`config.mk`:
```
export PLATFORM = sky130hd
export DESIGN_NAME = ram_port_arbiter
export DESIGN_NICKNAME = d
export VERILOG_FILES = /design/src/rtl/ram_port_arbiter.sv
export SDC_FILE = /design/constraint.sdc
export NUM_CORES = 1
export LEC_CHECK = 0
export ABC_AREA = 1
export CELL_PAD_IN_SITES_DETAIL_PLACEMENT = 0
export CELL_PAD_IN_SITES_GLOBAL_PLACEMENT = 1
export CORE_ASPECT_RATIO = 1.25
export CORE_UTILIZATION = 24
export CTS_CLUSTER_DIAMETER = 30
export DETAILED_ROUTE_END_ITERATION = 10
export GPL_TIMING_DRIVEN = 0
export PLACE_DENSITY = 0.82
export SLEW_MARGIN = 5
export SYNTH_ARGS = -nofsm -noshare
export SYNTH_HDL_FRONTEND = slang
export SYNTH_SLANG_ARGS = --single-unit
```
`constraint.sdc`:
```
create_clock -name clk -period 3.25 [get_ports clk]
set_input_delay 0.8125 -clock clk [delete_from_list [all_inputs] [get_ports clk]]
set_output_delay 0.8125 -clock clk [all_outputs]
set_load 0.01 [all_outputs]
```
`src/rtl/ram_port_arbiter.sv`:
```
// ============================================================================
// Module      : ram_port_arbiter
// Description : Round-robin arbiter sharing one RAM write port (ADDW1/DATA/
//               WREN) and one RAM read port (ADDR4/DATA4) among N requesters.
//               One access per cycle via REQ/GNT, registered RAM controls,
//               fixed-latency read return and address range checking.
//               Optional bus lock enabled by defining RAM_ARB_LOCK_EN.
// Ports       : clk, rst            - clock, synchronous active-high reset
//               REQ/WE/ADDR/WDATA   - per-requester request and operands
//               LOCK                - per-requester lock (RAM_ARB_LOCK_EN)
//               GNT                 - combinational one-hot grant
//               RVALID/RDATA/ERR    - read return and range-error pulses
//               ADDW1/DATA/WREN     - registered RAM write port
//               ADDR4/DATA4         - registered RAM read address / read data
// Revision    : 1.0 - initial release
// ============================================================================
`default_nettype none

module ram_port_arbiter #(
  parameter int N        = 3,
  parameter int MAX_ADDR = 1000
) (
  input  logic            clk,
  input  logic            rst,
  input  logic [N-1:0]    REQ,
  input  logic [N-1:0]    WE,
  input  logic [N*12-1:0] ADDR,
  input  logic [N*16-1:0] WDATA,
  input  logic [N-1:0]    LOCK,
  output logic [N-1:0]    GNT,
  output logic [N-1:0]    RVALID,
  output logic [15:0]     RDATA,
  output logic [N-1:0]    ERR,
  output logic [11:0]     ADDW1,
  output logic [15:0]     DATA,
  output logic            WREN,
  output logic [11:0]     ADDR4,
  input  logic [15:0]     DATA4
);

  localparam int              c_IW       = $clog2(N);
  localparam logic [12:0]     c_MAX_ADDR = 13'(MAX_ADDR);
  localparam logic [c_IW-1:0] c_LAST_RST = c_IW'(N - 1);

  // Round-robin pointer and RAM-facing registers
  logic [c_IW-1:0] r_last_q,  w_last_d;
  logic [11:0]     r_addw1_q, w_addw1_d;
  logic [11:0]     r_addr4_q, w_addr4_d;
  logic [15:0]     r_data_q,  w_data_d;
  logic            r_wren_q,  w_wren_d;

  // Two-stage return pipeline: valid, is-read, out-of-range, requester index
  logic            r_s1_vld_q, w_s1_vld_d;
  logic            r_s1_rd_q,  w_s1_rd_d;
  logic            r_s1_oor_q, w_s1_oor_d;
  logic [c_IW-1:0] r_s1_idx_q, w_s1_idx_d;
  logic            r_s2_vld_q, w_s2_vld_d;
  logic            r_s2_rd_q,  w_s2_rd_d;
  logic            r_s2_oor_q, w_s2_oor_d;
  logic [c_IW-1:0] r_s2_idx_q, w_s2_idx_d;

  // Arbitration results
  logic [N-1:0]    w_gnt;
  logic [c_IW-1:0] w_sel;
  logic [c_IW-1:0] w_cand;
  logic            w_found;
  logic            w_xfer;
  logic [11:0]     w_addr_sel;
  logic [15:0]     w_wdata_sel;
  logic            w_we_sel;
  logic            w_lock_sel;
  logic            w_oor;

`ifdef RAM_ARB_LOCK_EN
  logic            r_lock_q,  w_lock_d;
  logic [c_IW-1:0] r_owner_q, w_owner_d;
`else
  // LOCK has no effect in this build
  logic            w_unused_lock;
  assign w_unused_lock = ^LOCK;
`endif

  // --------------------------------------------------------------------------
  // Grant: search LAST+1, LAST+2, ... mod N; first requester wins.
  // --------------------------------------------------------------------------
  always_comb begin
    w_gnt   = '0;
    w_sel   = '0;
    w_cand  = '0;
    w_found = 1'b0;
    for (int k = 1; k <= N; k++) begin
      w_cand = c_IW'((int'(r_last_q) + k) % N);
      if (!w_found && REQ[w_cand]) begin
        w_gnt[w_cand] = 1'b1;
        w_sel         = w_cand;
        w_found       = 1'b1;
      end
    end
`ifdef RAM_ARB_LOCK_EN
    // A held lock parks the grant on the owner even if the owner is idle
    if (r_lock_q) begin
      w_gnt            = '0;
      w_gnt[r_owner_q] = REQ[r_owner_q];
      w_sel            = r_owner_q;
    end
`endif
    if (rst) begin
      w_gnt = '0;
    end
  end

  assign GNT    = w_gnt;
  assign w_xfer = |w_gnt;

  // One-hot OR-mux of the granted requester's operands
  always_comb begin
    w_addr_sel  = '0;
    w_wdata_sel = '0;
    w_we_sel    = 1'b0;
    w_lock_sel  = 1'b0;
    for (int i = 0; i < N; i++) begin
      if (w_gnt[i]) begin
        w_addr_sel  = w_addr_sel  | ADDR[i*12 +: 12];
        w_wdata_sel = w_wdata_sel | WDATA[i*16 +: 16];
        w_we_sel    = w_we_sel    | WE[i];
        w_lock_sel  = w_lock_sel  | LOCK[i];
      end
    end
  end

  assign w_oor = ({1'b0, w_addr_sel} > c_MAX_ADDR);

  // --------------------------------------------------------------------------
  // Next-state logic
  // --------------------------------------------------------------------------
  always_comb begin
    w_last_d   = r_last_q;
    w_addw1_d  = r_addw1_q;
    w_addr4_d  = r_addr4_q;
    w_data_d   = r_data_q;
    w_wren_d   = 1'b0;
    w_s1_vld_d = w_xfer;
    w_s1_rd_d  = ~w_we_sel;
    w_s1_oor_d = w_oor;
    w_s1_idx_d = w_sel;
    w_s2_vld_d = r_s1_vld_q;
    w_s2_rd_d  = r_s1_rd_q;
    w_s2_oor_d = r_s1_oor_q;
    w_s2_idx_d = r_s1_idx_q;
    if (w_xfer) begin
      w_last_d  = w_sel;
      w_addw1_d = w_addr_sel;
      w_addr4_d = w_addr_sel;
      w_data_d  = w_wdata_sel;
      // Out-of-range writes are dropped here so they never reach the RAM
      w_wren_d  = w_we_sel & ~w_oor;
    end
  end

`ifdef RAM_ARB_LOCK_EN
  // Every transfer rewrites the lock; while locked only the owner transfers,
  // so a LOCK=0 transfer by the owner is exactly the release.
  always_comb begin
    w_lock_d  = r_lock_q;
    w_owner_d = r_owner_q;
    if (w_xfer) begin
      w_lock_d  = w_lock_sel;
      w_owner_d = w_sel;
    end
  end

  always_ff @(posedge clk) begin
    if (rst) begin
      r_lock_q  <= 1'b0;
      r_owner_q <= '0;
    end else begin
      r_lock_q  <= w_lock_d;
      r_owner_q <= w_owner_d;
    end
  end
`endif

  always_ff @(posedge clk) begin
    if (rst) begin
      r_last_q   <= c_LAST_RST;
      r_addw1_q  <= '0;
      r_addr4_q  <= '0;
      r_data_q   <= '0;
      r_wren_q   <= 1'b0;
      r_s1_vld_q <= 1'b0;
      r_s1_rd_q  <= 1'b0;
      r_s1_oor_q <= 1'b0;
      r_s1_idx_q <= '0;
      r_s2_vld_q <= 1'b0;
      r_s2_rd_q  <= 1'b0;
      r_s2_oor_q <= 1'b0;
      r_s2_idx_q <= '0;
    end else begin
      r_last_q   <= w_last_d;
      r_addw1_q  <= w_addw1_d;
      r_addr4_q  <= w_addr4_d;
      r_data_q   <= w_data_d;
      r_wren_q   <= w_wren_d;
      r_s1_vld_q <= w_s1_vld_d;
      r_s1_rd_q  <= w_s1_rd_d;
      r_s1_oor_q <= w_s1_oor_d;
      r_s1_idx_q <= w_s1_idx_d;
      r_s2_vld_q <= w_s2_vld_d;
      r_s2_rd_q  <= w_s2_rd_d;
      r_s2_oor_q <= w_s2_oor_d;
      r_s2_idx_q <= w_s2_idx_d;
    end
  end

  assign ADDW1 = r_addw1_q;
  assign ADDR4 = r_addr4_q;
  assign DATA  = r_data_q;
  assign WREN  = r_wren_q;

  // --------------------------------------------------------------------------
  // Return path: stage 2 lines up with DATA4 for the read issued two edges ago
  // --------------------------------------------------------------------------
  always_comb begin
    RVALID = '0;
    ERR    = '0;
    RDATA  = '0;
    if (r_s2_vld_q) begin
      if (r_s2_rd_q) begin
        RVALID[r_s2_idx_q] = 1'b1;
      end
      if (r_s2_oor_q) begin
        ERR[r_s2_idx_q] = 1'b1;
      end
      if (r_s2_rd_q && !r_s2_oor_q) begin
        RDATA = DATA4;
      end
    end
  end

endmodule

`default_nettype wire

```
==> run metrics, run 1 <==
synthesized flop and latch total 41; unique cell type count in the Yosys netlist 35; status completed; total number of vias 3018; fmax 328 MHz; DR iter-0 viols 46; P_leak 2.00 nW; most frequent cell after synthesis nand2_1; TritonCTS buffer count 5; Top FF cell, synth dfxtp_1; Final Setup Violations 0; post-DR wirelength/cell 13.0 microns; crit path max fanout 13; Worst Setup Start Kind register; first-pass GRT wire length 14.0 mm; max-slew violations 0; count of hold buffers inserted by post-cts repair 0; number of hold violations in the final report 0; Clock Power Share 14.3%; WS Path Type register to output pin; Syn Inst Count 368; worst-margin pin slew 677 ps; Commonest cells post-synth 62 x nand2_1, 48 x nor2_1, 44 x inv_1, 42 x nand3_1, 41 x dfxtp_1; final worst-path cycle share 93.8%; post-DR vias/cell 4.40; pwr dens 844 nW/um^2; vias in the first global route 3040; clk_skew 7.11 ps; RePlAce Congestion 0.832; EDFF count, synth 0; setup TNS 0 ps; Worst EP arrival 2230 ps; Comb pwr share 66.8%; Setup WS post-layout 203 ps; Die Wd 95.5 microns; RSZ-0062 raised after global routing no; CTS Root Cell clkbuf_16; Synth area leaders dfxtp_1 31%, nand2_1 8.9%, nand3_1 8.0%; sequential power share 18.8%; cell count of the worst hold path 2; Min Clock Period, post-route 3050 ps; worst rel slew slack 54.9%; I/O Pins 177; clock sink total 41; share of cells above drive strength 1 16.6%; Synth area leader dfxtp_1; antenna-violating nets left 0; element type at the critical path end output pin; Seq/Total Area, Yosys 31.3%; antenna cells 0; largest net degree at the start of global routing 19; max-cap violation count 0; drt first pass iters 4; DRC Markers 0; Async S/R FF share, synth 0%; sw frac 43.8%; core area 10600 sq um; Place WS -759 ps; Detail Placement HPWL 7.16 mm; Total GRT Usage 15.7%; VDD IR max 0.000457 V; Mapped Area 2620 sq um; Die ar. 11300 sq um; clock latency on the worst-skew pair 280 ps; Cell Rows 42; cell-internal power 2.25 mW; nets@finish 668; Psw 1.76 mW; Yosys Warn Count 0; I/O Buffers 173; CTS tree done; Starting Density 24.7%; WL final 8.90 mm; Synth Net Count 483; CTS clk-pin slew, worst paths 60 ps; Hold WC Path Type register to register; clock tree buffer depth 2; critical path required time 2440 ps; worst reg2reg path depth 16; GR Overflow Total 0; share of the synthesized area in the top cell type 31.3%; Die Y 119 microns; H-tree levels 2; Syn-to-layout area delta 81.4%; initial antenna violation count 0; syn_area_per_cell 7.12 sq um
-- worst paths after layout --
kind	from	to	slack, ps
setup / recovery	r_last_q[0]	GNT[0]	200
hold / removal	r_s1_idx_q[1]	r_s2_idx_q[1]	400
setup reg to reg	r_last_q[0]	WREN	750
hold reg to reg	r_s1_idx_q[1]	r_s2_idx_q[1]	400
-- area by class of cell --
| class | count | area [sq um] |
|---|---|---|
| Tap cell | 132 | 165 |
| Clock buffer | 7 | 143 |
| Buffer | 27 | 198 |
| Clock inverter | 1 | 30.0 |
| Multi-Input combinational cell | 251 | 1420 |
| Fill cell | 1076 | 5860 |
| Inverter | 47 | 194 |
| Timing Repair Buffer | 180 | 1780 |
| Sequential cell | 41 | 821 |
-- through the flow --
stage | cells | power [mW] | hold slack [ps] | utilization (%) | area [sq um]
6_report | 686 | 4.01 | 403 | 44.8 | 4750
3_3_place_gp | 673 | 3.33 | 391 | 42.6 | 4520
5_1_grt | 686 | 4.33 | 417 | 44.8 | 4750
2_1_floorplan | 368 | 2.46 | 388 | - | 2620
3_5_place_dp | 673 | 3.35 | 399 | 42.6 | 4520
4_1_cts | 682 | 4.01 | 406 | 44.4 | 4720
-- worst max-delay path, cell delays in order (launching register included) --
cell and delay [ps]:
dfxtp_1 380, inv_1 90, ha_2 390, inv_2 70
nand2_1 70, nand3_2 100, nand2_4 120, nand3b_1 130
nand3_4 110, nand2_2 80, inv_6 130, dlygate4sd2_1 280
-- power by group through the flow --
stage	Sequential, mW	Clock [mW]	Combinational (mW)
after floorplan	0.793	0	1.67
after global placement	0.762	0	2.57
after detailed placement	0.765	0	2.58
after CTS	0.757	0.590	2.66
after global routing	0.774	0.609	2.95
final	0.755	0.576	2.68
-- state kept, by name (all words and copies together) (netlist names) --
| register | flops |
|---|---|
| DATA | 16 |
| ADDR4 | 12 |
| r_last_q | 2 |
| r_s1_idx_q | 2 |
| r_s2_idx_q | 2 |
| WREN | 1 |
| r_s1_oor_q | 1 |
| r_s1_rd_q | 1 |
| r_s1_vld_q | 1 |
| r_s2_oor_q | 1 |
| r_s2_rd_q | 1 |
| r_s2_vld_q | 1 |
-- logic make-up (layout without fill, tap and decap cells) --
kind of cell / after synthesis / count (layout) / share of synthesized area [%]
adder cells (fa/ha/maj): 4 / 4 / 1.91
buffers and inverters: 76 / 262 / 14.6
AND/OR/NAND/NOR: 189 / 189 / 35.4
AO/OA/AOI/OAI: 58 / 58 / 16.7
flip-flops: 41 / 41 / 31.3
-- routing by layer --
layer,vias up,share of wire (%),GRT usage [%]
li1,1544,-,-
met1,1340,37,16.2
met2,129,52,30.8
met3,5,9.8,4.09
met4,0,0.66,2.80
met5,-,0,0
-- placed cells by master, fill, tap and decap left out, drive strengths merged --
| master | n |
|---|---|
| a21oi | 36 |
| a22o | 9 |
| a32o | 1 |
| a41oi | 7 |
| buf | 28 |
| bufinv | 1 |
| clkbuf | 14 |
| clkdlybuf4s15 | 1 |
| clkdlybuf4s50 | 167 |
| dfxtp | 41 |
| dlygate4sd2 | 3 |
| dlymetal6s2s | 1 |
| ha | 4 |
| inv | 47 |
| nand2 | 84 |
| nand3 | 49 |
| nand3b | 2 |
| nand4 | 2 |
| nor2 | 50 |
| nor3 | 1 |
| o21ai | 5 |
| or2 | 1 |
-- what timing repair did --
item | CTS | global route
gates resized for setup | 14 | 6
pin swaps | 3 | 1
endpoints found under the hold margin | 0 | 0
setup endpoints to repair | 3 | 3
buffers inserted | 3 | 4
No activity file was read; power rests on OpenSTA's default activity.
==> run 2, diff against run 1 <==
--- a/config.mk
+++ b/config.mk
@@ -10,10 +10,9 @@
 export CELL_PAD_IN_SITES_GLOBAL_PLACEMENT = 1
 export CORE_ASPECT_RATIO = 1.25
 export CORE_UTILIZATION = 24
-export CTS_CLUSTER_DIAMETER = 30
 export DETAILED_ROUTE_END_ITERATION = 10
 export GPL_TIMING_DRIVEN = 0
-export PLACE_DENSITY = 0.82
+export PLACE_DENSITY = 0.9
 export SLEW_MARGIN = 5
 export SYNTH_ARGS = -nofsm -noshare
 export SYNTH_HDL_FRONTEND = slang
==> run metrics, run 2 (synthesis results as in run 1) <==
worst-margin pin slew 690 ps; Worst EP arrival 2270 ps; Detail Placement HPWL 7.43 mm; nets@finish 675; I/O Buffers 173; fmax 324 MHz; max-cap violation count 0; most frequent cells in the layout 167 x clkdlybuf4s50_1, 60 x nand2_1, 48 x nor2_1; Hold WC Path Type register to register; Min Clock Period, post-route 3090 ps; Cell Rows 42; dpl cells 673; element type at the critical path end output pin; total number of vias 3143; max-slew violations 0; core area 10600 sq um; clk_skew 4.18 ps; Starting Density 24.7%; largest net degree at the start of global routing 19; CTS tree done; clock latency on the worst-skew pair 280 ps; count of hold buffers inserted by post-cts repair 0; TritonCTS buffer count 5; vias in the first global route 3113; H-tree levels 2; Worst path max stage delay 400 ps; CTS Root Cell clkbuf_16; DRC Markers 0; crit path max fanout 8; Die ar. 11300 sq um; WS Path Type register to output pin; Die Wd 95.5 microns; Worst path slowest cell ha_2; final worst-path cycle share 94.9%; pwr dens 851 nW/um^2; first-pass GRT wire length 14.3 mm; post-DR vias/cell 4.54; Syn-to-layout area delta 83.1%; VDD IR max 0.000423 V; status completed; post-DR wirelength/cell 13.3 microns; antenna-violating nets left 0; WL final 9.17 mm; share of cells above drive strength 1 17.5%; RePlAce Congestion 0.828; critical path required time 2440 ps; initial antenna violation count 0; Total GRT Usage 16.2%; P_leak 2.03 nW; I/O Pins 177; GR Overflow Total 0; DR iter-0 viols 132; clock tree buffer depth 2; Min Hold Slack 400 ps; max reg flops 16; clock sink total 41; critical path cell sequence inv_1, ha_2, inv_2, nand2_1, nand3_2, nand2_4, nand4_1, a21oi_4, buf_6, clkdlybuf4s15_2; Storage cell area 821 sq um; RSZ-0062 raised after global routing no; CTS clk-pin slew, worst paths 60 ps; most common cell after layout, fill and taps aside clkdlybuf4s50_1; # fillers 1057; antenna cells 0; drt first pass iters 4; Multi-input gate area 1420 sq um; worst rel slew slack 54.0%; Worst Setup Start Kind register; Die Y 119 microns; number of hold violations in the final report 0; Final Setup Violations 0; Final Instance Count excl. Fillers 692
[run 2: cell types whose count changed in the layout (fill, tap and decap cells not counted), sizes merged]
| cell | change |
|---|---|
| clkbuf | -3 |
| clkdlybuf4s15 | +1 |
| clkinv | +1 |
| buf | +7 |
[run 2: timing repair]
| action | CTS | global route |
|---|---|---|
| setup endpoints to repair | 3 | 2 |
| pin swaps | 4 | 2 |
| buffers inserted | 4 | 10 |
| resized for setup | 16 | 3 |
[run 2: path summary, 6_finish.rpt]
kind	slack (ps)	start	cells past startpoint	endpoint
worst max-delay path	160	r_last_q[0]	10	GNT[2]
worst min-delay path	400	r_s1_idx_q[1]	2	r_s2_idx_q[1]
worst max register to register	670	r_last_q[0]	17	WREN
worst min register to register	400	r_s1_idx_q[1]	2	r_s2_idx_q[1]
[run 2: final cells by class]
type	instances	area share [%]
Tap cell	132	3.44
Clock buffer	5	2.61
Buffer	27	4.12
Multi-Input combinational cell	251	29.7
Sequential cell	41	17.1
Timing Repair Buffer	187	38.3
Clock inverter	2	0.730
Inverter	47	4.04
[run 2: where the power goes]
part,internal [mW],leakage (nW),switching (mW),total [mW]
registers,0.663,0.338,0.0931,0.756
clock network,0.356,0.0797,0.195,0.552
logic,1.27,1.61,1.50,2.78
[run 2: stage by stage]
| step | TNS (ps) | util (%) | total power, mW | worst slack [ps] | cell area, sq um |
|---|---|---|---|---|---|
| 5_1_grt | 0 | 45.2 | 4.40 | 18.3 | 4800 |
| 2_1_floorplan | 0 | - | 2.46 | 569 | 2620 |
| 4_1_cts | 0 | 44.4 | 4.00 | 0.0608 | 4720 |
| 6_report | 0 | 45.2 | 4.08 | 164 | 4800 |
| 3_5_place_dp | -1890 | 42.6 | 3.35 | -737 | 4520 |
| 3_3_place_gp | -1840 | 42.6 | 3.31 | -713 | 4520 |
[run 2: worst max-delay path: cells and delay by family (launching register included)]
family / cells / cell delay, ps
AOI/OAI and AO/OA: 1 / 220
adders and majority gates: 1 / 400
buffers and inverters: 4 / 520
DFF: 1 / 380
and+or+nand+nor: 4 / 470
[run 2: per-layer routing]
layer | vias up | share of wire, % | global-route usage, %
met3 | 6 | 9.2 | 4.41
li1 | 1559 | - | -
met5 | - | 0 | 0
met4 | 0 | 0.72 | 3.17
met2 | 145 | 53 | 32.0
met1 | 1433 | 37 | 16.2
